## config.mk

```make
export PLATFORM = sky130hd
export DESIGN_NAME = intc27_request_sequencer
export DESIGN_NICKNAME = d
export VERILOG_FILES = /design/src/rtl/intc27_pkg.sv /design/src/rtl/intc27_pending_bank.sv /design/src/rtl/intc27_request_sequencer.sv
export SDC_FILE = /design/constraint.sdc
export NUM_CORES = 1
export LEC_CHECK = 0
export CAP_MARGIN = 20
export CORE_ASPECT_RATIO = 0.7
export CORE_MARGIN = 2
export CORE_UTILIZATION = 49
export DETAILED_ROUTE_END_ITERATION = 8
export GPL_TIMING_DRIVEN = 0
export PLACE_DENSITY = 0.9
export SKIP_CTS_REPAIR_TIMING = 1
export SLEW_MARGIN = 10
export SYNTH_ARGS = -nofsm -noshare
export SYNTH_HDL_FRONTEND = slang
export SYNTH_SLANG_ARGS = --single-unit
```

## constraint.sdc

```tcl
create_clock -name clk -period 3.1 [get_ports clk]
set_input_delay 0.62 -clock clk [delete_from_list [all_inputs] [get_ports clk]]
set_output_delay 0.62 -clock clk [all_outputs]
set_load 0.005 [all_outputs]
```

## src/rtl/intc27_pkg.sv

```systemverilog
// Shared types and helpers for the 27-channel, three-bus interrupt request sequencer.
package intc27_pkg;

  localparam int unsigned NCH  = 9;
  localparam int unsigned NBUS = 3;
  localparam int unsigned ID_W = 5;

  typedef enum logic [1:0] {
    ST_IDLE,
    ST_SETTLE,
    ST_OFFER,
    ST_ACK
  } intc27_state_t;

  // Flat interrupt id: bus * NCH + channel.
  function automatic logic [ID_W-1:0] intc27_id(input logic [1:0] bus, input logic [3:0] chan);
    return ID_W'(bus) * ID_W'(NCH) + ID_W'(chan);
  endfunction

endpackage

```

## src/rtl/intc27_pending_bank.sv

```systemverilog
// Set-priority pending flops plus the masked request registers that freeze outside IDLE.
module intc27_pending_bank #(
  parameter int unsigned NCH  = 9,
  parameter int unsigned NBUS = 3
) (
  input  logic                          clk,
  input  logic                          rst,
  input  logic [NBUS*NCH-1:0]           src_req,
  input  logic [NBUS*NCH-1:0]           clr,
  input  logic [NCH-1:0]                ch_en,
  input  logic                          load,
  output logic                          req_nxt_any,
  output logic [NBUS*NCH-1:0]           pend,
  output logic [NBUS-1:0][NCH-1:0]      req_vec
);

  logic [NBUS*NCH-1:0]      pend_q, pend_d;
  logic [NBUS-1:0][NCH-1:0] req_q, req_d, masked;

  always_comb begin
    // Set is applied after clear so a same-cycle re-request survives the acknowledge.
    pend_d = (pend_q & ~clr) | src_req;
    for (int unsigned b = 0; b < NBUS; b++) begin
      masked[b] = pend_q[b*NCH +: NCH] & ch_en;
    end
    req_d = load ? masked : req_q;
  end

  always_ff @(posedge clk or posedge rst) begin
    if (rst) begin
      pend_q <= '0;
      req_q  <= '0;
    end else begin
      pend_q <= pend_d;
      req_q  <= req_d;
    end
  end

  assign req_nxt_any = |masked;
  assign pend        = pend_q;
  assign req_vec     = req_q;

endmodule

```

## src/rtl/intc27_request_sequencer.sv

```systemverilog
// Request/acknowledge sequencer: freezes requests, samples the encoder grant, offers and acknowledges.
module intc27_request_sequencer #(
  parameter int unsigned NCH     = intc27_pkg::NCH,
  parameter int unsigned NBUS    = intc27_pkg::NBUS,
  parameter int unsigned ENC_LAT = 1
) (
  input  logic                          clk,
  input  logic                          rst,
  input  logic [NBUS*NCH-1:0]           src_req,
  input  logic [NCH-1:0]                ch_en,
  output logic [NCH-1:0]                req_a,
  output logic [NCH-1:0]                req_b,
  output logic [NCH-1:0]                req_c,
  input  logic [NBUS-1:0]               grant_bus,
  input  logic [3:0]                    grant_chan,
  output logic                          svc_valid,
  input  logic                          svc_ready,
  output logic [intc27_pkg::ID_W-1:0]   svc_id,
  output logic [NBUS*NCH-1:0]           ack,
  output logic                          err
);

  import intc27_pkg::*;

  localparam int unsigned CNT_W = (ENC_LAT > 1) ? $clog2(ENC_LAT) : 1;

  intc27_state_t            state_q, state_d;
  logic [CNT_W-1:0]         cnt_q, cnt_d;
  logic [ID_W-1:0]          svc_id_q, svc_id_d;
  logic                     err_q, err_d;
  logic                     req_nxt_any;
  logic [NBUS*NCH-1:0]      pend;
  logic [NBUS-1:0][NCH-1:0] req_vec;
  logic [1:0]               win_bus;
  logic                     win_found;
  logic [NCH-1:0]           win_vec;
  logic                     win_hit;

  intc27_pending_bank #(.NCH(NCH), .NBUS(NBUS)) u_bank (
    .clk         (clk),
    .rst         (rst),
    .src_req     (src_req),
    .clr         (ack),
    .ch_en       (ch_en),
    .load        (state_q == ST_IDLE),
    .req_nxt_any (req_nxt_any),
    .pend        (pend),
    .req_vec     (req_vec)
  );

  always_comb begin
    win_bus   = '0;
    win_found = 1'b0;
    for (int unsigned b = 0; b < NBUS; b++) begin
      if (grant_bus[b] && !win_found) begin
        win_bus   = 2'(b);
        win_found = 1'b1;
      end
    end
    win_vec = req_vec[win_bus];
    win_hit = (grant_chan <= 4'(NCH - 1)) && win_vec[grant_chan];
  end

  always_comb begin
    state_d  = state_q;
    cnt_d    = cnt_q;
    svc_id_d = svc_id_q;
    err_d    = err_q;
    unique case (state_q)
      ST_IDLE: begin
        if (req_nxt_any) begin
          state_d = ST_SETTLE;
          cnt_d   = '0;
        end
      end
      ST_SETTLE: begin
        if (cnt_q == CNT_W'(ENC_LAT - 1)) begin
          if (!win_found) begin
            state_d = ST_IDLE;
          end else if (!win_hit) begin
            // Out-of-range code and a grant for an unrequested bit are both encoder faults.
            err_d   = 1'b1;
            state_d = ST_IDLE;
          end else begin
            svc_id_d = intc27_id(win_bus, grant_chan);
            state_d  = ST_OFFER;
          end
        end else begin
          cnt_d = cnt_q + 1'b1;
        end
      end
      ST_OFFER: begin
        if (svc_ready) state_d = ST_ACK;
      end
      ST_ACK: begin
        state_d = ST_IDLE;
      end
      default: state_d = ST_IDLE;
    endcase
  end

  always_ff @(posedge clk or posedge rst) begin
    if (rst) begin
      state_q  <= ST_IDLE;
      cnt_q    <= '0;
      svc_id_q <= '0;
      err_q    <= 1'b0;
    end else begin
      state_q  <= state_d;
      cnt_q    <= cnt_d;
      svc_id_q <= svc_id_d;
      err_q    <= err_d;
    end
  end

  assign req_a     = req_vec[0];
  assign req_b     = req_vec[1];
  assign req_c     = req_vec[2];
  assign svc_valid = (state_q == ST_OFFER);
  assign svc_id    = svc_id_q;
  assign ack       = (state_q == ST_ACK) ? ((NBUS*NCH)'(1) << svc_id_q) : '0;
  assign err       = err_q;

endmodule
```

## Word-level counts from Yosys, hierarchy flattened

Index checks and enable logic that the tools add are counted.

- Latch bits: 0
- Input port bits: 46
- Memories: 0
- Word-level logic and storage cells: 60
- Memory bits (read-only): 0
- Register bits: 63
- Bits in writable memories: 0

- Divide/modulo/power cells: 0
- Multiplexer cells: 19
- Bitwise logic cells: 8
- Equal/unequal tests: 6
- $mul: 1
- Shift operators: 1
- Order comparisons: 3
- Reductions and logical operators: 12
- Add/subtract/negate cells: 2

Operator list:

| operator | count |
|---|---|
| $and A27 B27 Y27 | 1 |
| $and A9 B9 Y9 | 3 |
| $mux W27 | 1 |
| $not A27 Y27 | 1 |
| $or A27 B27 Y27 | 1 |
| $reduce_or A27 Y1 | 1 |
| $shl A1 B5 Y27 const A | 1 |
| $bmux W9 S2 | 1 |
| $mux W2 | 6 |
| $mux W9 | 1 |
| $pmux W2 S4 | 1 |
| $reduce_and A4 Y1 | 2 |
| $mux W1 | 7 |
| $add A5 B4 Y5 | 1 |
| $lt A4 B5 Y1 const B | 1 |
| $mul A2 B4 Y5 const B | 1 |
| $bmux W1 S4 | 1 |
| $eq A2 B2 Y1 const B | 2 |
| $le A4 B4 Y1 const B | 1 |
| $ne A2 B2 Y1 const B | 2 |
| $logic_and A1 B1 Y1 | 3 |
| $lt A2 B3 Y1 const B | 1 |
| $reduce_and A3 Y1 | 1 |
| $eq A2 B1 Y1 const B | 1 |
| other kinds (8) | 10 |

## Longest topological paths before layout

Gate-level depths: netlist (run 1).

- Word-level depth: 16
- Mapped depth: 9
- Mapped depth without buffers: 8

## By module

Synthesis (run 1) repeated with hierarchy kept, for this count alone.

- Cells, all modules: 355
- Area, all modules: 3,203.1 um^2

Modules (own cells, without submodules):

| module | cells each | area each (um^2) | instances |
|---|---|---|---|
| intc27_pending_bank | 214 | 2,164.6 | 1 |
| intc27_request_sequencer | 141 | 1,038.5 | 1 |

## Least setup slack after synthesis (run 1)

OpenSTA, ideal clock, no wires.

- Kind: in2reg
- From: in grant_bus[1]
- To: reg svc_id_q[3], in the netlist svc_id[3]
- Setup slack: 0.636 ns
- Stages on the path: 9
- Data required time: 2.975 ns
- Library setup time: 0.125 ns
- Arrival: 2.339 ns
- Path through: buf_6 -> nor3b_2 -> xnor2_1 -> ha_1 -> inv_1 -> fa_1 -> xnor2_1 -> xnor2_1 -> mux2_4

- Longest elaborated chain between the ends: 11
- Elaborated cells on any way between the ends: 15
- Classes of those cells: add/sub: 1; mul: 1; mux: 8; reduce/logical: 5

RTL lines:

| item | line | text |
|---|---|---|
| start: declaration | intc27_request_sequencer.sv:14 | `input logic [NBUS-1:0] grant_bus,` |
| $logic_and A1 B1 Y1 * | intc27_request_sequencer.sv:55 | `if (grant_bus[b] && !win_found) begin` |
| branches (longest 10 deep; another with $mul A2 B4 Y5) | n/a |  |
| end signal: assignment | intc27_request_sequencer.sv:111 | `svc_id_q <= svc_id_d;` |
| end: declaration | intc27_request_sequencer.sv:29 | `logic [ID_W-1:0] svc_id_q, svc_id_d;` |

Every way passes the cells marked *. The select of a mux whose other input is x is not followed.
A chain may end at the register's enable or synchronous reset.

## Worst setup path in the final report (run 1)

- From: reg state_q[0]
- To: out ack[12]

- Longest elaborated chain between the ends: 2

RTL lines:

| item | line | text |
|---|---|---|
| start: declaration | intc27_request_sequencer.sv:27 | `intc27_state_t state_q, state_d;` |
| start signal: assignment | intc27_request_sequencer.sv:109 | `state_q <= state_d;` |
| $eq A2 B2 Y1 | intc27_request_sequencer.sv:121 | `assign ack = (state_q == ST_ACK) ? ((NBUS*NCH)'(1) << svc_id_q) : '0;` |
| $mux W27 | intc27_request_sequencer.sv:121 |  |
| end: declaration | intc27_request_sequencer.sv:19 | `output logic [NBUS*NCH-1:0] ack,` |

Every way passes these cells.

==> results of run 1 <==
==> power by group through the flow <==
stage | Sequential [W] | Combinational (W) | Clock (W)
2_1_floorplan | 0.00125 | 0.000554 | 0
3_3_place_gp | 0.00130 | 0.00122 | 0
3_5_place_dp | 0.00131 | 0.00126 | 0
4_1_cts | 0.00130 | 0.00128 | 0.000848
5_1_grt | 0.00133 | 0.00140 | 0.000879
6_report | 0.00131 | 0.00128 | 0.000844
==> how the worst min path moves through the flow <==
stage                          from         endpoint  slack (ps)  cells after the start
global route                    err              err         510                      2
finish                          err              err         460                      2
global placement                err              err         450                      2
CTS                             err              err         470                      2
detailed placement              err              err         450                      2
floorplan           u_bank.pend[19]  u_bank.pend[19]         450                      1
==> state kept, by name, indices dropped and copies added (netlist names), named ones only <==
register	flops
svc_id	5
u_bank.pend	27
state_q	1
u_bank.req_vec	27
err	1
==> cells in the final DEF (no fill, tap or decap), drive strengths merged, types with 5 or more instances in the layout <==
| cell | netlist | layout |
|---|---|---|
| dfrtp | 62 | 62 |
| nand2 | 69 | 69 |
| nor3 | 6 | 6 |
| nor2 | 28 | 28 |
| a21oi | 5 | 5 |
| clkbuf | 6 | 18 |
| clkdlybuf4s50 | 0 | 105 |
| o21ai | 56 | 56 |
| inv | 18 | 18 |
| nand2b | 27 | 27 |
==> area by class of cell <==
class / count / area (sq um) / share of cell area (%)
multi-input combinational: 253 / 1470 / 32.6
clock inverter: 4 / 95.1 / 2.10
tap: 78 / 97.6 / 2.16
buffer: 9 / 50.0 / 1.11
sequential: 62 / 1550 / 34.3
inverter: 18 / 70.1 / 1.55
timing repair buffer: 105 / 1050 / 23.2
clock buffer: 12 / 135 / 2.99
==> tightest hold or removal path: cells and delay by family, from the launching register on <==
family	cells	cell delay [ps]
buffers and inverters	1	40
AOI/OAI and AO/OA	1	50
DFF	1	340
==> stage by stage <==
stage / hold slack [ps] / cells / instance area [sq um] / setup TNS [ps]
finish: 461 / 541 / 4520 / 0
global route: 506 / 541 / 4520 / 0
CTS: 467 / 541 / 4520 / 0
detailed placement: 451 / 525 / 4290 / -517
global placement: 447 / 525 / 4280 / -6580
floorplan: 449 / 342 / 3140 / 0
==> layer usage <==
metal  vias to the layer above  wire length (um)  global-route usage (%)
li1                       1401                 -                       -
met1                      1476              4440                    43.3
met2                       196              4440                    44.2
met3                        26              1020                    8.79
met4                         0               181                    9.13
met5                         -                 0                       0
==> kinds of logic (layout without fill, tap and decap cells) <==
kind of cell | after synthesis | in the layout | share of synthesized area (%)
AND/OR/NAND/NOR | 150 | 150 | 23.0
AO/OA/AOI/OAI | 86 | 86 | 16.8
flip-flops | 62 | 62 | 49.5
buffers and inverters | 27 | 148 | 3.75
multiplexers | 9 | 9 | 4.15
adder cells (fa/ha/maj) | 4 | 4 | 1.76
XOR/XNOR | 4 | 4 | 1.12
==> out/metrics.cfg, run 1 <==
[worst_setup_path]
crit_type=flop to output pin
critPathMaxStageDelay_ps=560
timing.rr.end=svc_id[1]
crit_arrival_ps=2320
crit_start=state_q[0]
cp_max_fo=7
ff2ff_path_depth=6
cp.depth=6
worstPathCellList=nand2_1, nor2_1, and2_1, nand2_1, nor3_1, clkdlybuf4s50_1
worstPathRequired_ps=2480
rrSetupSlack_ps=1030
critical_path.top_delay_family=simple AND/OR/NAND/NOR gates
endpoint_kind=output pin
startpoint_type=flop
cpMostUsedCell=nand2_1
crit_path_end=ack[12]
crit_slowest_cell=clkdlybuf4s50_1
r2r-start=u_bank.req_vec[9]
cp.buffers_inverters=1

[synth]
yosys-top-cells-area=dfrtp_1 (49%), o21ai_0 (8.9%), nand2_1 (8.3%)
async_reset_ff_share_pct=100
synth_flop_cell=dfrtp_1
syn-cell-area_sq_mm=0.00314
synth_top_area_share_pct=49.5
syn_avg_cell_area_sq_um=9.17
ys_seq_elements=62
ys_seq_area_share_pct=49.5
synthTopCellsByCount=nand2_1 (69), dfrtp_1 (62), o21ai_0 (56), nor2_1 (28), nand2b_1 (26)
yosysWarnings=0
yosysMostFrequentCell=nand2_1
syn-num-nets=391
synth_cell_types=47
syn_inst=342
synth_edf_count=0
yosysTopAreaCell=dfrtp_1

[pwr]
power_switching_w=0.00121
ir_drop_uv=309
pwr-share-comb_pct=37.2
power_w=0.00344
seq_power_share_pct=38.2
powerDensity_mw_per_mm2=760
p_int_w=0.00223
pwr-share-clk_pct=24.6
p_leak_nw=1.85
p_sw_share_pct=35.1

[route]
post-route-drc-count=0
wl_per_cell_um=18.6
drt-vias-per-instance=5.73
antenna_left=0
drt_wl_total_um=10100
first_pass_iters=5
drt_iter0_markers=312
vias=3099

[grt]
grt_pass1_wl_um=16000
grt_max_degree=63
grt_pass1_vias=3043
antenna_found_initial=0
track_usage_pct=30.0
grt_overflow=0

[finish]
fillerInstances=454
antennaDiodeCount=0
post-route-util_pct=72.8
final_layout_size_suffix_gt1_share_pct=6.91
area_growth_pct=44.3
fin_nets=507

[floorplan]
chipWidth_um=99.6
dieArea_sq_mm=0.00706
die_y_um=70.9
coreArea_sq_mm=0.00622
rows=24
pin_count=107
initial_core_util_pct=50.4

[clocking]
tritoncts=done
cts_root_buf=clkbuf_8
cts.sinks=62
clock_path_buffers=2
htree_num_levels=3
clock_latency_ps=350
clk_pin_slew_ps=70
cts_made_buffers=9

[timing]
fin_worst_skew_ps=7.63
slew_headroom_pct=46.6
fin_crit_sh_pct=94.7
fmax_mhz=341
setup_viol=0
worst_slew_pin_slew_ps=791
rsz0062_at_grt=false
final-hold-violation-count=0
fin_crit_ps=2940
slew_violations=0
fin_ws_ps=163

[status]
status=complete, no violations

[flow_run]
max_cap_viol_count=0

[placement]
dp_slack_ps=-191
hpwl_um=7520
numPortBuffers=105
place.gp.congestion=0.904

[min_path]
hold_class=flop to flop

Note: power is estimated with default switching activity, not from simulation.
==> run 2, diff against run 1 <==
CTS_CLUSTER_DIAMETER = 60   (was default)
==> results of run 2 <==
The final DEF is identical to that of run 1; final timing and power are the same.
